## config.mk

```make
export PLATFORM = sky130hd
export DESIGN_NAME = sc_stream_decoder
export DESIGN_NICKNAME = d
export VERILOG_FILES = /design/src/rtl/sc_pkg.sv /design/src/rtl/sc_window_counter.sv /design/src/rtl/sc_stream_decoder.sv
export SDC_FILE = /design/constraint.sdc
export NUM_CORES = 1
export LEC_CHECK = 0
export CORE_ASPECT_RATIO = 1.5
export CORE_UTILIZATION = 48
export DETAILED_ROUTE_END_ITERATION = 12
export PLACE_DENSITY = 0.74
export SLEW_MARGIN = 20
export SYNTH_ARGS = -nofsm -noshare
export SYNTH_HDL_FRONTEND = slang
export SYNTH_SLANG_ARGS = --single-unit
```

## constraint.sdc

```tcl
create_clock -name clk -period 1.55 [get_ports clk]
set_input_delay 0.3875 -clock clk [delete_from_list [all_inputs] [get_ports clk]]
set_output_delay 0.3875 -clock clk [all_outputs]
set_load 0.05 [all_outputs]
```

## src/rtl/sc_pkg.sv

```systemverilog
// Shared definitions for the stochastic-computing stream decoder.
//   sc_state_e       : decoder FSM state (ACCUM collects a window, HOLD presents the result)
//   SC_WIN_LOG2_DEF  : default log2 of the window length in bits
package sc_pkg;

  localparam int unsigned SC_WIN_LOG2_DEF = 8;

  typedef enum logic {
    ACCUM = 1'b0,
    HOLD  = 1'b1
  } sc_state_e;

endpackage : sc_pkg

```

## src/rtl/sc_window_counter.sv

```systemverilog
// Window sample counter and ones counter for the stream decoder.
// Ports:
//   clk, rst_n : clock, synchronous active-low reset
//   inc_i      : one sample accepted this cycle
//   bit_i      : value of the accepted sample
//   clr_i      : discard the window (zero both counters); wins over inc_i
//   ones_o     : ones seen so far in the current window (excludes this cycle's sample)
//   last_c     : the sample counter is at N-1, so the next accepted sample closes the window
module sc_window_counter
  import sc_pkg::*;
#(
  parameter int unsigned WIN_LOG2 = SC_WIN_LOG2_DEF
) (
  input  logic              clk,
  input  logic              rst_n,
  input  logic              inc_i,
  input  logic              bit_i,
  input  logic              clr_i,
  output logic [WIN_LOG2:0] ones_o,
  output logic              last_c
);

  localparam int unsigned CNT_W  = WIN_LOG2;
  localparam int unsigned ONES_W = WIN_LOG2 + 1;
  localparam int unsigned N      = 1 << WIN_LOG2;

  logic [CNT_W-1:0]  cnt_q,  cnt_d;
  logic [ONES_W-1:0] ones_q, ones_d;

  assign last_c = (cnt_q == CNT_W'(N - 1));
  assign ones_o = ones_q;

  // Closing the window zeroes both counters explicitly so nothing carries across windows.
  always_comb begin
    cnt_d  = cnt_q;
    ones_d = ones_q;
    if (clr_i) begin
      cnt_d  = '0;
      ones_d = '0;
    end else if (inc_i) begin
      if (last_c) begin
        cnt_d  = '0;
        ones_d = '0;
      end else begin
        cnt_d  = cnt_q + CNT_W'(1);
        ones_d = ones_q + ONES_W'(bit_i);
      end
    end
  end

  always_ff @(posedge clk) begin
    if (!rst_n) begin
      cnt_q  <= '0;
      ones_q <= '0;
    end else begin
      cnt_q  <= cnt_d;
      ones_q <= ones_d;
    end
  end

endmodule : sc_window_counter

```

## src/rtl/sc_stream_decoder.sv

```systemverilog
// Stochastic bitstream decoder: counts ones over a window of N = 2^WIN_LOG2 accepted
// samples and presents the count with a valid/ready handshake.
// Optional feature macro: SC_DEC_BIPOLAR_EN -- result is signed 2*ones - N, WIN_LOG2+2 bits.
// Ports:
//   clk, rst_n : clock, synchronous active-low reset (priority over clear)
//   clear      : abort the current window / drop a held result
//   in_valid   : in_bit carries a sample
//   in_bit     : stochastic bitstream sample
//   in_ready   : decoder accepts a sample this cycle
//   out_valid  : out_value holds a completed window result
//   out_value  : decoded value, 0 when out_valid is low
//   out_ready  : consumer takes out_value
//   busy       : window partially filled or result held
module sc_stream_decoder
  import sc_pkg::*;
#(
  parameter int unsigned WIN_LOG2 = SC_WIN_LOG2_DEF
) (
  input  logic clk,
  input  logic rst_n,
  input  logic clear,
  input  logic in_valid,
  input  logic in_bit,
  output logic in_ready,
  output logic out_valid,
`ifdef SC_DEC_BIPOLAR_EN
  output logic [WIN_LOG2+1:0] out_value,
`else
  output logic [WIN_LOG2:0]   out_value,
`endif
  input  logic out_ready,
  output logic busy
);

  localparam int unsigned ONES_W = WIN_LOG2 + 1;
`ifdef SC_DEC_BIPOLAR_EN
  localparam int unsigned OUT_W  = WIN_LOG2 + 2;
  localparam int unsigned N      = 1 << WIN_LOG2;
`else
  localparam int unsigned OUT_W  = WIN_LOG2 + 1;
`endif

  sc_state_e         state_q,  state_d;
  logic [OUT_W-1:0]  result_q, result_d;
  logic              busy_q,   busy_d;

  logic              accept_c;
  logic              last_c;
  logic [ONES_W-1:0] ones_c;
  logic [ONES_W-1:0] total_c;
  logic [OUT_W-1:0]  encoded_c;

  assign accept_c = (state_q == ACCUM) && in_valid;

  sc_window_counter #(
    .WIN_LOG2 (WIN_LOG2)
  ) u_win_cnt (
    .clk    (clk),
    .rst_n  (rst_n),
    .inc_i  (accept_c && !clear),
    .bit_i  (in_bit),
    .clr_i  (clear),
    .ones_o (ones_c),
    .last_c (last_c)
  );

  // Count including the sample that closes the window; never exceeds N so no overflow.
  assign total_c = ones_c + ONES_W'(in_bit);

`ifdef SC_DEC_BIPOLAR_EN
  // 2*ones - N in two's complement; {total,0} is 2*ones at full width.
  assign encoded_c = {total_c, 1'b0} - OUT_W'(N);
`else
  assign encoded_c = OUT_W'(total_c);
`endif

  // Next state: result register is zeroed whenever nothing is held, so it drives out_value directly.
  always_comb begin
    state_d  = state_q;
    result_d = result_q;
    busy_d   = busy_q;
    unique case (state_q)
      ACCUM: begin
        if (accept_c) begin
          busy_d = 1'b1;
          if (last_c) begin
            state_d  = HOLD;
            result_d = encoded_c;
          end
        end
      end
      HOLD: begin
        if (out_ready) begin
          state_d  = ACCUM;
          result_d = '0;
          busy_d   = 1'b0;
        end
      end
      default: state_d = ACCUM;
    endcase
    if (clear) begin
      state_d  = ACCUM;
      result_d = '0;
      busy_d   = 1'b0;
    end
  end

  always_ff @(posedge clk) begin
    if (!rst_n) begin
      state_q  <= ACCUM;
      result_q <= '0;
      busy_q   <= 1'b0;
    end else begin
      state_q  <= state_d;
      result_q <= result_d;
      busy_q   <= busy_d;
    end
  end

  assign in_ready  = (state_q == ACCUM);
  assign out_valid = (state_q == HOLD);
  assign out_value = result_q;
  assign busy      = busy_q;

endmodule : sc_stream_decoder

```

# Word level (Yosys, flattened, before mapping)
# Cells that the tools add are included.
# Widths: inputs -> output; s select.
[totals]
inputBits = 6
regBits = 28
[op_classes]
bitwise_logic = 2
reduce_logical = 6
n_addsub = 2
eq_ne = 4
mux = 13
[ops]
columns = ["op", "count"]
rows = [
  ["$mux 9", 4],
  ["$pmux 9 s2", 1],
  ["$add 9x1->9", 1],
  ["$add 8x1->8 const B", 1],
  ["$eq 8x8->1 const B", 1],
  ["$mux 8", 1],
  ["$mux 1", 5],
  ["$ne 2x1->1 const B", 2],
  ["$pmux 1 s2", 2],
  ["$reduce_and 3->1", 1],
  ["$logic_and 1x1->1", 2],
  ["$ne 2x2->1 const B", 1],
  ["$not 1->1", 2],
  ["$reduce_and 2->1", 1],
  ["$reduce_or 2->1", 1],
  ["$logic_not 1->1", 1],
]

# Longest topological paths before layout
# Gate-level depths: netlist of the first run.
[depth]
depth_word = 4
mapped_depth = 7

# Modules after synthesis
# Synthesis of the first run repeated with hierarchy kept, for this count alone.
[unflattened]
cells_unflattened = 164
area_unflattened_um2 = 1422.6
[by_module_without_submodules]
columns = ["mod", "area_per_inst_um2", "seq_area_each_um2", "cells_each", "n_inst"]
rows = [
  ["sc_window_counter", 805.8, 340.3, 89, 1],
  ["sc_stream_decoder", 616.8, 220.2, 75, 1],
]

# Worst setup path after synthesis of the first run
# Ideal clock, no wire load.
[synth_timing]
path_type = "flip-flop to flip-flop"
start = "register state_q, in the netlist out_valid"
end = "register u_win_cnt.cnt_q[3]"
stages_incl_launch_ff = 6
arrival_time_ps = 1422
setup_ps = 133
n_path_buf = 1
required_ps = 1417
setup_slack_ps = -4
period_less_slack_ps = 1554
cell_sequence = "dfxtp_1 or3b_4 buf_6 nor2_4 xnor2_1 nor3_2"
[synth_between]
elab_chain_len = 3
[synth_lines]
columns = ["element", "line_no", "text"]
rows = [
  ["start, declared", "sc_stream_decoder.sv:43", "sc_state_e state_q, state_d;"],
  ["start signal, assigned", "sc_stream_decoder.sv:114", "state_q <= state_d;"],
  ["$not 1->1", "n/a", ""],
  ["$logic_and 1x1->1", "sc_stream_decoder.sv:53", "assign accept_c = (state_q == ACCUM) && in_valid;"],
  ["$logic_and 1x1->1", "sc_stream_decoder.sv:60", ".inc_i (accept_c && !clear),"],
  ["end signal, assigned", "sc_window_counter.sv:56", "cnt_q <= cnt_d;"],
  ["end, declared", "sc_window_counter.sv:27", "logic [CNT_W-1:0] cnt_q, cnt_d;"],
]
# No other way between the ends.
# A chain may end at the register's enable or synchronous reset.

# Final worst setup path of the first run
[layout_timing]
start = "register state_q, in the netlist out_valid"
end = "register result_q[5], in the netlist out_value[5]"
[layout_between]
elab_chain_len = 4
elab_cells_between_ends = 7
[layout_lines]
columns = ["element", "line_no", "text"]
rows = [
  ["$not 1->1", "n/a", ""],
  ["$logic_and 1x1->1", "sc_stream_decoder.sv:53", ""],
  ["$ne 2x1->1 (no source line)", "n/a", ""],
  ["$reduce_and 3->1 (no source line)", "n/a", ""],
  ["end signal, assigned", "sc_stream_decoder.sv:115", "result_q <= result_d;"],
  ["end, declared", "sc_stream_decoder.sv:44", "logic [OUT_W-1:0] result_q, result_d;"],
]
# Several ways; a longest one is shown, not always the timed one.

==> results of run 1 <==
[power groups by stage]
stage / clock network [W] / logic [W] / registers, W
finish: 0.000575 / 0.000101 / 0.000725
CTS: 0.000579 / 0.0000987 / 0.000725
global route: 0.000617 / 0.000106 / 0.000725
global placement: 0 / 0.0000905 / 0.000741
floorplan: 0 / 0.0000389 / 0.000744
detailed placement: 0 / 0.0000925 / 0.000741
[layer usage]
layer | wire (um) | vias up | global-route usage
met4 | 120 | 0 | 0.1402
met5 | 0 | - | 0
met3 | 119 | 12 | 0.02439
li1 | - | 622 | -
met1 | 1404 | 625 | 0.3142
met2 | 1969 | 42 | 0.4746
[cell usage in the layout (no fill, tap or decap), types with 2 or more instances in the layout]
master / netlist / layout
xnor2_1: 7 / 6
o21ai_0: 5 / 4
dfxtp_2: 0 / 2
nand2_1: 20 / 20
o32ai_1: 2 / 2
nor3_4: 0 / 2
ha_2: 0 / 2
buf_4: 1 / 18
nand3_2: 0 / 2
a21oi_1: 18 / 18
clkdlybuf4s50_1: 0 / 2
nand4_1: 5 / 5
buf_6: 2 / 2
nor2_1: 8 / 8
xor2_1: 3 / 2
nand3_1: 16 / 14
inv_1: 3 / 3
dlygate4sd2_1: 0 / 3
dfxtp_1: 28 / 26
o21ai_1: 2 / 3
clkbuf_8: 0 / 3
a211oi_1: 3 / 3
and3_4: 1 / 4
nor2b_1: 2 / 2
buf_12: 0 / 12
nand2b_1: 2 / 2
nor3_2: 5 / 6
[kinds of logic (layout without fill, tap and decap cells)]
family	after synthesis	in the layout
muxes	1	1
DFF	28	28
xor gates and xnor gates	10	10
buffers and inverters	9	44
AOI/OAI and AO/OA	33	33
and+or+nand+nor	71	72
adders and majority gates	3	3
[Yosys cell counts, drive strengths merged]
master / count / area (um^2)
ha: 3 / 37.54
and4: 1 / 10.01
nand4: 5 / 31.28
nand3: 16 / 80.08
and3: 4 / 30.03
buf: 4 / 35.03
nand2b: 2 / 12.51
clkbuf: 2 / 7.510
o21ai: 7 / 35.03
nor3b: 1 / 7.510
a211oi: 4 / 35.03
or3b: 1 / 11.26
nor3: 8 / 65.06
nand2: 20 / 75.07
nand3b: 1 / 7.510
nor2: 9 / 41.29
inv: 3 / 11.26
mux2i: 1 / 10.01
nor2b: 2 / 12.51
dfxtp: 28 / 560.5
a22oi: 1 / 7.510
a21oi: 19 / 98.85
xnor2: 7 / 61.31
xor2: 3 / 26.28
o32ai: 2 / 17.52
or3: 1 / 6.260
[state kept, by name, indices dropped and copies added, names as in the netlist]
name,count
out_value,9
u_win_cnt.ones_o,9
u_win_cnt.cnt_q,8
busy,1
out_valid,1
[tightest hold or removal path, delay by kind of cell, from the launching register on]
| family | cells | cell delay, ns |
|---|---|---|
| DFF | 1 | 0.33 |
| AOI/OAI and AO/OA | 1 | 0.05 |
| and+or+nand+nor | 1 | 0.06 |
[timing repair]
action                                  4_1_cts  5_1_grt
gates cloned                                  0        1
resized for setup                            23        3
pin swaps                                    10        0
endpoints found under the setup margin       20        8
setup buffers                                 2        1
[cell type report]
cell class / count / area share
clock buffer: 3 / 0.02106
clock inverter: 1 / 0.01532
inverter: 3 / 0.005743
multi-input combinational: 119 / 0.4205
sequential: 28 / 0.2872
tap: 37 / 0.02361
timing repair buffer: 37 / 0.2265
[per-stage QoR]
stage | total power, W | utilization | std cells | area, um^2 | setup slack, ns
CTS | 0.001402 | 0.7320 | 226 | 1938 | 0.02838
global placement | 0.0008316 | 0.6635 | 220 | 1757 | -0.4766
floorplan | 0.0007834 | - | 155 | 1335 | 0.08663
global route | 0.001449 | 0.7405 | 228 | 1961 | -0.001578
finish | 0.001400 | 0.7405 | 228 | 1961 | 0.1092
detailed placement | 0.0008338 | 0.6635 | 220 | 1757 | -0.4886
[worst paths after layout]
kind | start | to | slack [ns]
worst max register to register | out_valid | out_value[5] | 0.11
worst max-delay path | out_valid | out_value[5] | 0.11
worst min-delay path | u_win_cnt.ones_o[0] | u_win_cnt.ones_o[0] | 0.48
worst min register to register | u_win_cnt.ones_o[0] | u_win_cnt.ones_o[0] | 0.48
==> impl_results.md, run 1 <==
* Run status: completed
* Hold Crit Depth at 2
* R2R cell count at 5
* Combinational cell fraction of total power at 0.072
* Startpoint types: flop
* Post-synthesis compound-gate area fraction at 0.1454
* Residual DRC at 0
* CTS tree: built
* Clock buffer depth at 2
* Final nets at between 200 and 250
* Hold Crit Class: reg2reg
* Vias in the first global route at 1296
* Worst-Skew Late Latency at 0.27 ns
* Clk slew on worst S/H paths at roughly 0.10 ns
* Seq/Total Area, Yosys at 0.4203
* Setup TNS at 0 ns
* Hold Buf Count CTS at 0
* Synthesized cell area at between 1000 and 1500 um^2
* Yosys warns at 0
* Pre-antenna DRT Iters at 4
* Crit. End Element: flop
* Flop pwr share at 0.518
* Inserted Diodes at 0
* Final WL at around 3600 um
* CP bufs+invs at 1
* Slew @ Worst Pin at 0.3661 ns
* Total gr overflow at 0
* DR vias at ~1.3k
* Final Cycle Share at 0.9296
* Via-to-Cell Ratio at between 5 and 6
* Fill cells at 192
* Clk network pwr share at 0.410
* Post-DR wirelength/cell at 15.85 um
* Starting density of the core at 0.5038
* Clock root cell: clkbuf_8
* Multi-input gate area at 824.5 um^2
* Yosys cell types at 34
* Register Area at between 500 and 600 um^2
* Fin. max-slew vios at 0
* CP max stage delay at 0.33 ns
* Number of core rows at 23
* Cells after synthesis at 155
* CP max FO at 6
* Die area at 2998 um^2
* Slowest CP cell: dfxtp_2
* CTS H-tree lvls at 1
* Core area at between 2000 and 3000 um^2
* Adder-cell share of the synthesized area at 0.02814
* Yosys reg bits at 28
* First-pass GRT wire length at 5940 um
* Endpoints failing setup at 0
* Die width at 45.04 um
* Final antenna-violating net count at 0
* Delay-heaviest family, CP: simple AND/OR/NAND/NOR gates
* Switching part of the total power at 0.2033
* CTS buffer count at 3
* Period minus WS final at 1.441 ns
* Worst path required time at 1.74 ns
* Area delta synth->final at 47.00%
* Cell Int Power at 0.001115 W
* Power density cells at approximately 710 nW/um^2
* Initial antenna violation count at 0
* Fraction of synthesized cell area in xor and xnor cells at 0.06567
* Number of cells on the critical path at 5
* Pleak at 0.6659 nW
* Hold_ws at 0.4766 ns
* Hold Vio Cnt, Final at 0
* Fmax at 0.6940 GHz
* Crit path arrival time at approximately 1.6 ns
* Die height at 66.56 um
* # IOs at 18
* Max-cap violations at 0
* Gr usage total at 0.2711
* P_sw at between 0.0002 and 0.0003 W
* Mux contribution to synthesized area at 0.007505
* Syn Nets at 164
* Clock sink total at 28
* Share of cells above drive strength 1 at 0.3351
* Final clock skew at 0.004987 ns
* Post-DP HPWL at 2524 um
* Relative slew slack at 0.7553
* Gp weighted congestion at a little over 0.9
* DRT iter0 DRCs at 57
* Crit path cell chain: buf_4 -> nor2b_1 -> and3_4 -> a21oi_1 -> a211oi_1
* Peak VDD IR at 653.8 uV
* Critical path class: reg2reg
* Main combinational cell family by area after synthesis: simple AND/OR/NAND/NOR gates
* Port Buffers at 17
* Post-Syn Area per Cell at about 8.6 um^2
* Simple-gate share of the synthesized area at 0.2927
* Largest net degree at the start of global routing at 17
Note: power is estimated with default switching activity, not from simulation.
==> run 2: changes to the inputs <==
SETUP_SLACK_MARGIN = 0.2   (was unset)
==> run 2 against run 1 <==
Total power is 7.1% lower. Clock skew up 0.0012 ns. Core utilization rose by 5.2 points. Highest routed layer unchanged.
==> impl_results.md, run 2 (same netlist as run 1, synthesis figures left out) <==
* CP bufs+invs at 1 (unchanged)
* Area delta synth->final at 57.41%
* DRT iter0 DRCs at 47 (-18%)
* Switching part of the total power at 0.2279 (+0.02464)
* Inserted Diodes at 0 (unchanged)
* Clk slew on worst S/H paths at 0.10 ns (about the same)
* RSZ-0062 raised after global routing: yes
* Die area at 2998 um^2 (unchanged)
* Clk network pwr share at 0.355 (-0.055)
* Cell Int Power at 0.001004 W (-10%)
* Gp weighted congestion at 0.9524 (+4.6%)
* Core area at 2648 um^2 (unchanged)
* Worst path required time at 1.77 ns (+0.03 ns)
* Number of cells on the critical path at 5 (unchanged)
* CTS tree: built
* Vias in the first global route at 1377 (+6.3%)
* Hold Buf Count CTS at 0 (unchanged)
* Final antenna-violating net count at 0 (unchanged)
* Clock sink total at 28 (unchanged)
* Final WL at 4128 um (+14%)
* Flop pwr share at 0.555 (+0.037)
* Hold Crit Depth at 2 (unchanged)
* Hold_ws at 0.4938 ns (+0.01715 ns)
* Slew @ Worst Pin at 0.4281 ns (+0.06193 ns)
* Power density cells at 619.2 nW/um^2 (-13%)
* Largest net degree at the start of global routing at 16 (-1)
* Startpoint types: flop
* P_sw at 0.0002963 W (+4.1%)
* Hold path start: u_win_cnt.ones_o[8]
* Peak VDD IR at 519.9 uV (-20%)
* R2R cell count at 5 (unchanged)
* CTS buffer count at 3 (unchanged)
* # IOs at 18 (unchanged)
* Final Cycle Share at 0.9142 (-0.01537)
* Pre-antenna DRT Iters at 4 (unchanged)
* Die width at 45.04 um (unchanged)
* Post-DP HPWL at 2554 um (+1.2%)
* Worst Setup SP: out_valid
* Delay-heaviest family, CP: simple AND/OR/NAND/NOR gates
* Via-to-Cell Ratio at 5.922 (+3.8%)
* Max-cap violations at 0 (unchanged)
* Relative slew slack at 0.7139 (-0.04138)
* Hold Vio Cnt, Final at 0 (unchanged)
* Pleak at 0.7040 nW (+5.7%)
* Most frequent cells in the layout: dfxtp_1, nand2_1, buf_4
* CTS H-tree lvls at 1 (unchanged)
* Final core occ at 0.7930 (+0.05246)
* Residual DRC at 0 (unchanged)
* Combinational cell fraction of total power at 0.091 (+0.019)
* Clock root cell: clkbuf_8
* Setup TNS at 0 ns (unchanged)
* Crit path cell chain: or3b_4 -> a21oi_2 -> buf_4 -> nand3_1 -> o21ai_1
* Worst-Skew Late Latency at 0.28 ns (about the same)
* Most common cell after layout, fill and taps aside: dfxtp_1
* Hold Crit Class: reg2reg
* Endpoints failing setup at 0 (unchanged)
* Final nets at 205 (+2.0%)
* Critical R2R Launch: out_valid
* Period minus WS final at 1.417 ns (-0.02383 ns)
* Run status: completed
* DR vias at 1374 (+5.6%)
* DP Area at 1866 um^2 (+6.2%)
* Crit path arrival time at 1.63 ns (about the same)
* Total gr overflow at 0 (unchanged)
* Die height at 66.56 um (unchanged)
* Number of core rows at 23 (unchanged)
* Starting density of the core at 0.5038 (unchanged)
* Fill cells at 170 (-11%)
* First-pass GRT wire length at 6244 um (+5.1%)
* Gr usage total at 0.2866 (+0.01544)
* Initial antenna violation count at 0 (unchanged)
* Critical path class: reg2reg
* Final clock skew at 0.006139 ns (+0.001152 ns)
* Share of cells above drive strength 1 at 0.4410 (+0.1059)
* Clock buffer depth at 2 (unchanged)
* Crit. End Element: flop
* Fmax at 0.7057 GHz (+1.7%)
* Fin. max-slew vios at 0 (unchanged)
* Fin area at 2100 um^2 (+7.1%)
* CP max FO at 4 (-2)
* Slowest CP cell: or3b_4
* Post-DR wirelength/cell at 17.79 um (+12%)
* CP max stage delay at 0.40 ns (+0.07 ns)
* Port Buffers at 17 (unchanged)
-- run 2: cell count changes in the layout (fill, tap and decap cells not counted), sizes merged --
| cell | before | now |
|---|---|---|
| buf | 32 | 36 |
| bufinv | 1 | 0 |
| clkbuf | 3 | 4 |
| clkdlybuf4s15 | 0 | 1 |
| dlygate4sd2 | 3 | 2 |
-- run 2: final timing paths --
kind	to	slack [ns]
min	u_win_cnt.ones_o[8]	0.49
max	u_win_cnt.ones_o[6]	0.13
min reg2reg	u_win_cnt.ones_o[8]	0.49
max reg2reg	u_win_cnt.ones_o[6]	0.13
-- run 2: timing repair --
| action | 4_1_cts | 5_1_grt |
|---|---|---|
| buffers inserted | 2 | 2 |
| resized for setup | 13 | 30 |
| setup endpoints to repair | 26 | 23 |
| pin swaps | 10 | 12 |
| gates cloned | 1 | 0 |
-- run 2: per-layer routing --
| metal | vias up | wire length, um | track usage | part of all wire |
|---|---|---|---|---|
| li1 | 635 | - | - | - |
| met2 | 63 | 2227 | 0.4982 | 0.54 |
| met5 | - | 0 | 0 | 0 |
| met1 | 652 | 1482 | 0.3109 | 0.36 |
| met3 | 24 | 186 | 0.03794 | 0.045 |
| met4 | 0 | 231 | 0.1856 | 0.056 |
-- run 2: through the flow --
step                power (W)  instances  setup slack, ns
finish               0.001300        232           0.1330
global route         0.001342        232           0.1125
CTS                  0.001296        230           0.1383
detailed placement  0.0008473        223          -0.3954
global placement    0.0008447        223          -0.3812
floorplan           0.0007843        155           0.2076
-- run 2: tightest hold or removal path: cells and delay by family, from the launching register on --
kind / cells / cell delay (ns)
AND/OR/NAND/NOR: 1 / 0.06
flip-flops: 1 / 0.33
AO/OA/AOI/OAI: 1 / 0.06
-- run 2: layout make-up --
cell class,instances,area (um^2),share of cell area
well taps,37,46.29,0.02205
clock buffers,4,55.05,0.02622
repair buffers,41,499.2,0.2378
multi-input cells,119,909.6,0.4333
flip-flops and latches,28,575.6,0.2741
inverters,3,13.76,0.006555
-- run 2: power groups by stage --
stage               clock [W]  sequential, W  combinational, W
finish               0.000461       0.000721          0.000118
global route         0.000495       0.000721          0.000125
CTS                  0.000466       0.000724          0.000107
detailed placement          0       0.000741          0.000107
global placement            0       0.000740          0.000104
floorplan                   0       0.000744         0.0000406
